[src/rtl/onehot_state_reg.sv]
// rtl/onehot_state_reg.sv - registered one-hot state for a 4-state Moore FSM with D-entry counter
// Optional feature macro: ONEHOT_CHECK_EN (one-hot legality check, recovery, err/recover flags)
module onehot_state_reg #(
  parameter int         CNT_W       = 8,
  parameter logic [3:0] RESET_STATE = 4'b0001
) (
  input  logic             clk,
  input  logic             resetn,
  input  logic             en,
  input  logic [3:0]       next_state,
  input  logic             cnt_clr,
  input  logic             err_clr,
  output logic [3:0]       state,
  output logic             out,
  output logic [CNT_W-1:0] d_count,
  output logic             d_sat,
  output logic             err,
  output logic             recover
);

  logic [3:0]       r_state;
  logic [CNT_W-1:0] r_d_count;
  logic             r_d_sat;
  logic             w_legal_load;
  logic             w_recover_load;
  logic             w_d_entry;
  logic [CNT_W-1:0] w_cnt_inc;

`ifdef ONEHOT_CHECK_EN
  logic r_err;
  logic r_recover;
  logic w_ns_legal;
  logic w_st_legal;

  assign w_ns_legal = $onehot(next_state);
  assign w_st_legal = $onehot(r_state);

  // An upset held state forces recovery even while the machine is stalled.
  assign w_recover_load = !w_st_legal || (en && !w_ns_legal);
  assign w_legal_load   = en && !w_recover_load;

  always_ff @(posedge clk) begin
    if (!resetn) begin
      r_err     <= 1'b0;
      r_recover <= 1'b0;
    end else begin
      r_recover <= w_recover_load;
      if (w_recover_load) begin
        r_err <= 1'b1;
      end else if (err_clr) begin
        r_err <= 1'b0;
      end
    end
  end

  assign err     = r_err;
  assign recover = r_recover;
`else
  logic w_unused_err_clr;

  assign w_unused_err_clr = err_clr;
  assign w_recover_load   = 1'b0;
  assign w_legal_load     = en;
  assign err              = 1'b0;
  assign recover          = 1'b0;
`endif

  assign w_d_entry = w_legal_load && next_state[3] && !r_state[3];
  assign w_cnt_inc = r_d_count + CNT_W'(1);

  always_ff @(posedge clk) begin
    if (!resetn) begin
      r_state <= RESET_STATE;
    end else if (w_recover_load) begin
      r_state <= RESET_STATE;
    end else if (w_legal_load) begin
      r_state <= next_state;
    end
  end

  always_ff @(posedge clk) begin
    if (!resetn) begin
      r_d_count <= '0;
      r_d_sat   <= 1'b0;
    end else if (cnt_clr) begin
      r_d_count <= w_d_entry ? CNT_W'(1) : '0;
      r_d_sat   <= 1'b0;
    end else if (w_d_entry && !(&r_d_count)) begin
      r_d_count <= w_cnt_inc;
      if (&w_cnt_inc) begin
        r_d_sat <= 1'b1;
      end
    end
  end

  assign state   = r_state;
  assign out     = r_state[3];
  assign d_count = r_d_count;
  assign d_sat   = r_d_sat;

endmodule
[config.mk]
export PLATFORM = sky130hd
export DESIGN_NAME = onehot_state_reg
export DESIGN_NICKNAME = d
export VERILOG_FILES = /design/src/rtl/onehot_state_reg.sv
export SDC_FILE = /design/constraint.sdc
export NUM_CORES = 1
export LEC_CHECK = 0
export ABC_AREA = 1
export BUFFER_PORTS_ARGS = -buffer_cell sky130_fd_sc_hd__buf_2
export CORE_ASPECT_RATIO = 1.2
export CORE_MARGIN = 1
export CORE_UTILIZATION = 31
export DETAILED_ROUTE_END_ITERATION = 16
export GPL_TIMING_DRIVEN = 0
export PLACE_DENSITY = 0.55
export SLEW_MARGIN = 20
export SYNTH_ARGS = -nofsm -noshare
export SYNTH_HDL_FRONTEND = slang
export SYNTH_SLANG_ARGS = --single-unit
[constraint.sdc]
create_clock -name clk -period 3.51 [get_ports clk]
set_input_delay 0.1755 -clock clk [delete_from_list [all_inputs] [get_ports clk]]
set_output_delay 0.1755 -clock clk [all_outputs]
set_load 0.005 [all_outputs]
# Word level (Yosys, flattened, before mapping)

Index checks and enable logic that the tools add are counted.

Bits in registers: 13
Input bits: 9
Output and inout port bits: 16
Logic and storage cells: 17

Add/sub/neg operators: 1
Mux-type cells: 3
Bitwise operators: 1
Reductions and logical operators: 9

Operators by type and width:

| operator                                     | number |
|---|---|
| 2-to-1 mux 8 bit                             | 2 |
| AND reduction 9 bit                          | 1 |
| adder 8 x 1 -> 8 bit (second input constant) | 1 |
| AND reduction 8 bit                          | 1 |
| logical AND 1 bit                            | 3 |
| logical NOT 1 bit                            | 2 |
| nonzero test 2 bit                           | 1 |
| OR reduction 2 bit                           | 1 |
| 2-to-1 mux 1 bit                             | 1 |
| inverter 1 bit                               | 1 |

# Logic depth before layout (Yosys ltp)

Gate-level depths: netlist (run 1).

Depth in word-level cells: 5
Mapped depth: 9
Depth with buffers taken out: 9

# Worst setup path after synthesis (run 1)

No wires, ideal clock.

Path type: reg-to-reg
Start: reg r_d_count[0] (netlist: d_count[0])
End: reg r_d_count[0] (netlist: d_count[0])
Library setup time: 118 ps
Arrival time: 1,247 ps
Data required time: 3,392 ps
Path slack: 2,145 ps
Stages on the path, launching flop included: 10
Path buffers: 1
Period minus slack after synthesis: 1,365 ps
Cells stage by stage: dfxtp_1 ha_1 nand2_1 inv_1 nand2_2 o21ai_2 buf_6 nand2_1 nand2_1 a21oi_1

Longest elaborated chain between the ends: 4
Elaborated cells on any way between the ends: 7
Classes of those cells: 1 x add/sub; 2 x mux; 4 x reduce/logical

Ends and longest elaborated chain:

| element                                                                      | RTL line | text |
|---|---|---|
| start: declaration                                                           | 22       | `logic [CNT_W-1:0] r_d_count;` |
| start signal: assignment                                                     | 86       | `r_d_count <= w_d_entry ? CNT_W'(1) : '0;` |
| start signal: assignment                                                     | 89       | `r_d_count <= w_cnt_inc;` |
| parallel branches: the longest is 4 deep, another holds adder 8 x 1 -> 8 bit | -        |  |

Parallel ways; which one is timed is not known. The select of a mux whose other input is x is not followed.
A chain may end at the register's enable or synchronous reset.

# Worst setup path after layout (run 1)

Same ends and word-level chain as after synthesis.

==> key figures, run 1 <==
Yosys
  • Post-synthesis sequential area ratio: 36.30%
  • Synth Area in Simple Gates: 33.16%
  • Fraction of the mapped netlist area in adder cells: 3.490%
  • Post-synthesis compound-gate area fraction: 13.44%
  • Distinct cells, synth: 16
  • Mux cell area share after synthesis: 0%
  • Post-Synth XOR/XNOR Area: 0%
  • Largest family of logic cells by synthesized area: simple AND/OR/NAND/NOR gates
  • Post-Synthesis Cells: 110
  • Yosys synthesis warning count: 0
  • Avg Inst Size Synth: 6.518 µm²
  • Mapped Area: 716.9 µm²
  • Flops & latches, synth: 13

Critical path
  • Worst EP required: 3670 ps
  • Worst r2r src: d_count[0]
  • Max incr delay on CP: 440 ps
  • CP dominant cell by count: nand2_1
  • Max FO, Critical Path: 10
  • R2R Path End: d_count[0]
  • Flop2flop setup slack: 1900 ps
  • Critical path buffers and inverters: 2
  • Slowest cell on crit path: dfxtp_1
  • Crit-path leading delay family: flip-flops
  • R2R depth: 9
  • Element type at the critical path end: register
  • Startpoint class of the critical path: register
  • Worst EP arrival: 1770 ps
  • Kind of critical path: reg -> reg
  • CP cell instances: ha_1, nand2_1, inv_1, nand2_2, o21ai_2, buf_6, nand2_1, nand2_1, a21oi_1

Timing
  • Unrepaired setup endpoints after global routing: no
  • Sum Neg Setup Slack: 0 ps
  • F_max: 621.3 MHz
  • Final Cycle Share: 45.85%
  • Final setup vio count: 0
  • Final hold violation count: 0
  • Clock skew: 3.480 ps
  • Fin. max-slew vios: 0
  • Hold WS: 111.7 ps
  • Final min period: 1609 ps

CTS
  • Clock slew at reported path FFs: 80 ps
  • CTS tree: built
  • Post-CTS setup repair buffer count: 0
  • CTS Sinks: 13
  • Clock Path Buffers: 2
  • Root buffer cell: clkbuf_4
  • H-tree depth: 1
  • Post-CTS sizing: 0
  • Total CTS buffers: 3
  • Clk Latency, worst-skew pair: 270 ps
  • Hold buffer count at cts: 0

Pwr
  • P_leak: 0.4122 nW
  • Maximum VDD drop: 0.0001593 V
  • PD cells: 316.5 nW/µm²

Routing
  • Iter 0 DRT Violations: 10
  • M1 wire length: 734 µm
  • Routed wl met2: 715 µm
  • Final Routed Wirelength: 1559 µm
  • DR WL met3: 96 µm
  • Routed WL per cell: 9.392 µm
  • Drt via density: 4.373
  • DR top layer: met4
  • DRT Pass-1 Iters: 5
  • Vias: 726
  • DRC: 0
  • ANT nets after route: 0

Global route
  • Overflow after GRT: 0
  • Initial antenna violation count: 0
  • Largest net degree at the start of global routing: 11
  • First-pass GRT wire length: 2546 µm
  • Vias in the first global route: 643
  • Tot GR Track Use: 14.32%

Floorplanning
  • Die X: 45.90 µm
  • Ports: 25
  • Die area: 2510 µm²
  • Rows: 18
  • Height of the die: 54.68 µm
  • Initial Utilization: 33.87%
  • Core area: 2117 µm²

Layout
  • Diodes inserted: 0
  • Register Area: 260.3 µm²
  • Layout Utilization: 42.02%
  • Multi-input logic area: 366.6 µm²
  • Fill cell count: 242
  • Ratio of cells with drive above 1 in the final layout: 25.00%
  • Area Overhead vs Synth: 24.08%
  • Nets: 148

Run
  • Max Cap Violations: 0

Worst hold path
  • Hold path start: next_state[0]
  • Hold crit path type: in -> reg
  • Hold worst-path end: state[0]
  • WHS Path Cells: 3

Place
  • Final Wtd Congestion: 0.7390
  • Port Buf Inserts: 21
  • Post-DP HPWL: 1209 µm

Run status
  • Status: complete, no violations
-- sequential cells by signal, summed over array words and instances, names as in the netlist --
| name | flops |
|---|---|
| d_count | 8 |
| d_sat | 1 |
| state | 4 |
-- logic make-up after synthesis --
| family | after synthesis |
|---|---|
| AO/OA/AOI/OAI | 18 |
| buffers and inverters | 20 |
| other | 1 |
| adder cells (fa/ha/maj) | 2 |
| flip-flops | 13 |
| AND/OR/NAND/NOR | 56 |
-- worst max path at each step --
stage	from	endpoint	slack (ps)	cells after the start
floorplan	d_count[0]	d_count[0]	2150	9
global placement	d_count[0]	d_count[5]	1920	9
detailed placement	d_count[0]	d_count[0]	1940	9
CTS	d_count[0]	d_count[0]	1920	9
global route	d_count[0]	d_count[0]	1740	9
finish	d_count[0]	d_count[0]	1900	9
-- synthesized netlist by cell type --
library cell | count | area share [%]
nand2_1 | 28 | 15
inv_1 | 16 | 8.4
nor2_1 | 15 | 7.9
dfxtp_1 | 13 | 36
a21oi_1 | 10 | 7.0
nand3_1 | 8 | 5.6
o21ai_0 | 6 | 4.2
buf_4 | 3 | 3.1
ha_1 | 2 | 3.5
nand2_2 | 2 | 1.7
or2_2 | 2 | 1.7
buf_6 | 1 | 1.6
conb_1 | 1 | 0.52
nor2_4 | 1 | 1.6
o21ai_2 | 1 | 1.2
o21bai_1 | 1 | 1.0
-- cell type report --
cell class                      instances  share of cell area (%)
Multi-Input combinational cell         78                   41.21
Sequential cell                        13                   29.25
Timing Repair Buffer                   21                   11.81
Inverter                               16                   6.751
Tap cell                               30                   4.219
Buffer                                  4                   3.797
Clock buffer                            4                   2.954
-- metrics by stage --
| step | instance area (µm²) | power, mW | worst slack (ps) | instances |
|---|---|---|---|---|
| 2_1_floorplan | 720.7 | 0.1763 | 2145 | 111 |
| 3_3_place_gp | 863.3 | 0.1898 | 1925 | 162 |
| 3_5_place_dp | 863.3 | 0.1906 | 1936 | 162 |
| 4_1_cts | 889.6 | 0.2857 | 1918 | 166 |
| 5_1_grt | 889.6 | 0.2954 | 1735 | 166 |
| 6_report | 889.6 | 0.2816 | 1901 | 166 |
-- power by group --
group / total, mW / switching, mW / internal [mW] / leakage [nW]
combinational: 0.0315 / 0.0173 / 0.0142 / 0.291
clock: 0.0946 / 0.0507 / 0.0440 / 0.0150
sequential: 0.155 / 0.00368 / 0.152 / 0.106
-- cell usage in the layout (no fill, tap or decap) --
master,netlist,final
nand2_1,28,28
buf_2,0,21
inv_1,16,16
nor2_1,15,15
dfxtp_1,13,13
a21oi_1,10,10
nand3_1,8,8
o21ai_0,6,6
buf_4,3,3
clkbuf_4,0,3
nand2_2,2,2
or2_2,2,2
ha_1,2,2
conb_1,1,2
nor2_4,1,1
o21ai_2,1,1
buf_6,1,1
o21bai_1,1,1
clkbuf_1,0,1
-- layer usage --
layer / vias up / global-route usage (%)
met1: 308 / 15.58
li1: 392 / -
met2: 24 / 26.06
met5: - / 0
met3: 2 / 3.300
met4: 0 / 5.882
-- worst min-delay path: cells and delay by family --
kind	cells	cell delay, ps
simple gates	2	110
buf+inv	1	80
No activity file was read; power rests on OpenSTA's default activity.
==> run 2: changes to the inputs <==
- ABC_AREA: 1 -> 0
- clock period: 3.51 -> 1.5 ns (I/O delays scaled with it)
==> key figures, run 2 <==
Yosys
  • Largest cells by area after synthesis: dfxtp_1, mux2i_1, nand2_1, ha_1, buf_4
  • Post-Synthesis Cells: 77 (-30%)
  • Yosys synthesis warning count: 0 (unchanged)
  • Number of synthesized flops with an enable pin: 0 (unchanged)
  • Flops & latches, synth: 13 (unchanged)
  • Most frequent cell after synthesis: dfxtp_1
  • Distinct cells, synth: 32 (+16)
  • Avg Inst Size Synth: 9.018 µm² (+38%)
  • Post-synthesis sequential area ratio: 37.48% (+1.2 points)
  • Area share of the largest cell type after synthesis: 37.48% (+1.2 points)
  • Mapped Area: 694.4 µm² (-3.1%)
  • Commonest cells in the netlist: dfxtp_1, nand2_1, mux2i_1
  • Synth area leader: dfxtp_1
  • Ys async rst share: 0% (unchanged)
  • Main flop type after synthesis: dfxtp_1

CTS
  • Total CTS buffers: 3 (unchanged)
  • Post-CTS setup repair buffer count: 0 (unchanged)
  • H-tree depth: 1 (unchanged)
  • Clock slew at reported path FFs: 80 ps (about the same)
  • Clk Latency, worst-skew pair: 280 ps (about the same)
  • CTS tree: built
  • Clock Path Buffers: 2 (unchanged)
  • CTS Sinks: 13 (unchanged)
  • Root buffer cell: clkbuf_4

Floorplanning
  • Height of the die: 53.85 µm (-1.5%)
  • Core area: 2095 µm² (-1.1%)
  • Die area: 2434 µm² (-3.0%)
  • Die X: 45.21 µm (-1.5%)
  • Ports: 25 (unchanged)
  • Rows: 18 (unchanged)
  • Initial Utilization: 33.15% (-0.71 points)

Run
  • Max Cap Violations: 0 (unchanged)

Timing
  • F_max: 716.2 MHz (+15%)
  • Hold WS: 19.22 ps (-92.47 ps)
  • Clock skew: 10.54 ps (+7.061 ps)
  • Final setup vio count: 0 (unchanged)
  • Fin. max-slew vios: 0 (unchanged)
  • Final min period: 1396 ps (-213.2 ps)
  • Unrepaired setup endpoints after global routing: no
  • Final hold violation count: 0 (unchanged)
  • Final Cycle Share: 93.08% (+47 points)

Place
  • Post-DP HPWL: 1059 µm (-12%)
  • Port Buf Inserts: 20 (-4.8%)
  • Final Wtd Congestion: 0.7433 (+0.58%)
  • Placement-stage cell area: 835.8 µm² (-3.2%)

Layout
  • Ratio of cells with drive above 1 in the final layout: 37.86% (+13 points)
  • Post-route design area: 897.1 µm² (+0.84%)
  • Nets: 115 (-22%)
  • Diodes inserted: 0 (unchanged)
  • Leading cell type in the layout, fill and taps excluded: buf_2
  • Max reg flops: 8 (unchanged)
  • Most frequent cells in the layout: buf_2, nand2_1, dfxtp_1, mux2i_1
  • Fill cell count: 229 (-5.4%)
  • Area Overhead vs Synth: 29.19%

Critical path
  • CP cell instances: nand4_1, o21ai_4, xnor2_1, o211a_1
  • Max FO, Critical Path: 6 (-4)
  • Kind of critical path: reg -> reg
  • Element type at the critical path end: register
  • Worst EP arrival: 1560 ps (-210 ps)
  • Worst EP required: 1670 ps (-2000 ps)
  • Startpoint class of the critical path: register
  • Max incr delay on CP: 430 ps (about the same)
  • Slowest cell on crit path: dfxtp_1

Run status
  • Status: complete, no violations

Routing
  • ANT nets after route: 0 (unchanged)
  • Iter 0 DRT Violations: 4 (-6)
  • Routed WL per cell: 10.99 µm (+17%)
  • DRC: 0 (unchanged)
  • Vias: 637 (-12%)
  • Drt via density: 4.789 (+9.5%)
  • Final Routed Wirelength: 1462 µm (-6.2%)
  • DRT Pass-1 Iters: 4 (-1)

Pwr
  • PD cells: 728.7 nW/µm² (+130%)
  • P_leak: 0.3761 nW (-8.8%)
  • Maximum VDD drop: 0.0003578 V (+120%)

Worst hold path
  • Hold crit path type: in -> reg

Global route
  • First-pass GRT wire length: 2318 µm (-9.0%)
  • Tot GR Track Use: 13.76% (-0.56 points)
  • Overflow after GRT: 0 (unchanged)
  • Initial antenna violation count: 0 (unchanged)
  • Vias in the first global route: 534 (-17%)
  • Largest net degree at the start of global routing: 10 (-1)
## run 2: area by class of cell
cell class	count	area, µm²	area share, %
Tap cell	30	37.54	4.184
Timing Repair Buffer	20	100.1	11.16
Inverter	2	7.507	0.8368
Buffer	6	45.04	5.021
Clock buffer	4	26.28	2.929
Multi-Input combinational cell	58	411.6	45.89
Sequential cell	13	269.0	29.99
## run 2: path summary, 6_finish.rpt
check | depth (start not counted) | start | slack (ps) | end
setup / recovery | 4 | d_count[6] | 100 | d_count[0]
hold / removal | 2 | resetn | 20 | state[0]
setup reg to reg | 4 | d_count[6] | 100 | d_count[0]
hold reg to reg | 2 | state[0] | 480 | state[0]
## run 2: where the power goes
| group | switching, mW | total (mW) | internal, mW |
|---|---|---|---|
| Sequential | 0.00799 | 0.361 | 0.353 |
| Clock | 0.115 | 0.218 | 0.103 |
| Combinational | 0.0342 | 0.0740 | 0.0398 |
## run 2: layer usage
metal,track usage (%),wire [µm],up-vias
li1,-,-,324
met1,16.73,682,292
met2,20.77,684,17
met3,3.020,62,4
met4,10.61,33,0
met5,0,0,-
## run 2: repair_timing
item,4_1_cts,5_1_grt
hold buffers,0,0
cloned,1,0
pin swaps,1,4
setup endpoints to repair,8,6
gates resized for setup,3,8
## run 2: logic make-up after synthesis
logic type,share of synthesized area [%]
AOI/OAI and AO/OA,13.51
muxes,7.207
other,0.5400
DFF,37.48
and+or+nand+nor,25.41
buffers and inverters,7.206
adders and majority gates,3.603
xor gates and xnor gates,5.046
## run 2: through the flow
| step | total power [mW] | cells | worst slack (ps) | setup TNS (ps) | utilization, % |
|---|---|---|---|---|---|
| finish | 0.6537 | 133 | 103.8 | 0 | 42.83 |
| global route | 0.6969 | 133 | 22.00 | 0 | 42.83 |
| CTS | 0.6610 | 133 | 17.41 | 0 | 41.94 |
| detailed placement | 0.4434 | 128 | -151.8 | -460.5 | 39.90 |
| global placement | 0.4412 | 128 | -100.0 | -251.2 | 39.90 |
| floorplan | 0.4148 | 78 | 41.19 | 0 | - |
## run 2: critical path, delay by kind of cell (launching register included)
kind | cells | cell delay, ps
compound gates | 2 | 480
simple gates | 1 | 280
flops | 1 | 430
xor+xnor | 1 | 90
==> run 3: changes to the inputs <==
- PLACE_DENSITY: 0.55 -> 0.58
- RECOVER_POWER: not set -> 50
==> key figures, run 3 (synthesis results as in run 2) <==
Routing
  • DR top layer: met3
  • Vias: 631 (-0.94%)
  • DRC: 0 (unchanged)
  • Iter 0 DRT Violations: 12 (+8)
  • M1 wire length: 709 µm (+4.0%)
  • ANT nets after route: 0 (unchanged)
  • DRT Pass-1 Iters: 4 (unchanged)
  • DR WL met3: 64 µm (+3.2%)
  • Drt via density: 4.709 (-1.7%)
  • Final Routed Wirelength: 1468 µm (+0.41%)
  • Routed WL per cell: 10.96 µm (-0.34%)
  • Routed wl met2: 693 µm (+1.3%)

Floorplanning
  • Initial Utilization: 33.15% (unchanged)
  • Die area: 2434 µm² (unchanged)
  • Rows: 18 (unchanged)
  • Die X: 45.21 µm (unchanged)
  • Ports: 25 (unchanged)
  • Height of the die: 53.85 µm (unchanged)
  • Core area: 2095 µm² (unchanged)

Layout
  • Nets: 116 (+0.87%)
  • Post-route non-filler standard cell count: 134 (+0.75%)
  • Max reg flops: 8 (unchanged)
  • Most frequent cells in the layout: buf_2, dfxtp_1, nand2_1, buf_4, mux2i_1
  • Ratio of cells with drive above 1 in the final layout: 35.58% (-2.3 points)
  • Post-route design area: 910.9 µm² (+1.5%)
  • Diodes inserted: 0 (unchanged)
  • Leading cell type in the layout, fill and taps excluded: buf_2
  • Fill cell count: 220 (-3.9%)
  • Area Overhead vs Synth: 31.17%

Critical path
  • CP cell instances: nand4_1, o21ai_4, xnor2_1, o211a_1
  • Max FO, Critical Path: 8 (+2)
  • Kind of critical path: reg -> reg
  • R2R depth: 4 (unchanged)
  • Element type at the critical path end: register
  • Worst r2r src: d_count[5]
  • Worst EP arrival: 1580 ps (+20 ps)
  • Worst EP required: 1670 ps (about the same)
  • Worst setup endpoint: d_count[0]
  • Startpoint class of the critical path: register
  • R2R Path End: d_count[0]
  • Flop2flop setup slack: 80 ps (-20 ps)
  • Slowest cell on crit path: dfxtp_1
  • Max incr delay on CP: 470 ps (+40 ps)
  • Critical Path Source: d_count[5]

Pwr
  • Maximum VDD drop: 0.0004263 V (+19%)
  • P_leak: 0.3753 nW (-0.20%)
  • PD cells: 714.9 nW/µm² (-1.9%)

CTS
  • Root buffer cell: clkbuf_4
  • Clock slew at reported path FFs: 80 ps (about the same)
  • CTS Sinks: 13 (unchanged)
  • Clk Latency, worst-skew pair: 270 ps (about the same)
  • Total CTS buffers: 3 (unchanged)
  • CTS tree: built
  • Clock Path Buffers: 2 (unchanged)
  • H-tree depth: 1 (unchanged)

Timing
  • Clock skew: 4.866 ps (-5.675 ps)
  • Fin. max-slew vios: 0 (unchanged)
  • Final Cycle Share: 94.55% (+1.5 points)
  • Final setup vio count: 0 (unchanged)
  • Final hold violation count: 0 (unchanged)
  • F_max: 705.1 MHz (-1.6%)
  • Final min period: 1418 ps (+22.06 ps)

Place
  • Post-DP HPWL: 1026 µm (-3.1%)
  • Port Buf Inserts: 20 (unchanged)
  • # placed instances: 128 (unchanged)
  • Final Wtd Congestion: 0.7571 (+1.9%)
  • Placement-stage cell area: 835.8 µm² (unchanged)

Run
  • Max Cap Violations: 0 (unchanged)

Global route
  • First-pass GRT wire length: 2263 µm (-2.4%)
  • Initial antenna violation count: 0 (unchanged)
  • Vias in the first global route: 518 (-3.0%)
  • Overflow after GRT: 0 (unchanged)
  • Tot GR Track Use: 13.34% (-0.42 points)
  • Largest net degree at the start of global routing: 10 (unchanged)

Worst hold path
  • Hold crit path type: in -> reg

Run status
  • Status: complete, no violations
==> run 3: changes by cell type in the layout (fill, tap and decap cells not counted) <==
cell | before | now
dfxtp_1 | 8 | 10
dfxtp_2 | 4 | 2
buf_2 | 20 | 19
buf_4 | 4 | 5
clkbuf_1 | 2 | 3
ha_2 | 1 | 0
ha_4 | 0 | 1
==> run 3: cell type report <==
class | count | area [µm²] | share of cell area, %
sequential | 13 | 266.5 | 29.26
inverter | 2 | 7.507 | 0.8242
multi-input combinational | 58 | 421.7 | 46.29
tap | 30 | 37.54 | 4.121
buffer | 6 | 45.04 | 4.945
clock buffer | 4 | 26.28 | 2.885
timing repair buffer | 21 | 106.4 | 11.68
==> run 3: critical path, delay by kind of cell, from the launching register on <==
kind	cells	cell delay (ps)
DFF	1	470
and+or+nand+nor	1	290
xor gates and xnor gates	1	90
AOI/OAI and AO/OA	2	470
==> run 3: stage by stage <==
stage	worst slack [ps]	utilization [%]	setup TNS, ps	power [mW]	hold slack (ps)
after floorplan	41.19	-	0	0.4148	136.9
after global placement	-108.5	39.90	-305.1	0.4410	295.4
after detailed placement	-120.0	39.90	-374.8	0.4436	294.9
after CTS	15.92	41.88	0	0.6677	1.800
after global routing	-9.171	43.49	-16.20	0.6932	9.116
final	81.73	43.49	0	0.6512	11.10
==> run 3: how the worst min path moves through the flow <==
stage,startpoint,to,cells past startpoint
after CTS,next_state[0],state[0],3
after global routing,next_state[0],state[0],3
after detailed placement,next_state[0],state[0],3
after global placement,resetn,state[0],2
final,next_state[0],state[0],3
after floorplan,resetn,state[0],1
==> run 3: timing repair <==
item,in CTS,in global routing
gates cloned,1,0
hold buffers,0,0
endpoints found under the setup margin,8,8
gates resized for setup,2,8
setup buffers,0,1
pin swaps,1,2
==> run 3: power by group <==
| part | leakage (nW) | internal [mW] | total (mW) | switching, mW |
|---|---|---|---|---|
| registers | 0.107 | 0.353 | 0.363 | 0.00986 |
| logic | 0.253 | 0.0399 | 0.0742 | 0.0343 |
| clock network | 0.0150 | 0.103 | 0.214 | 0.111 |
==> run 3: metal layers <==
layer  up-vias  GRT usage, %
met5         -             0
met4         0         7.576
met3         0         3.020
met2        18         20.05
met1       287         17.38
li1        326             -
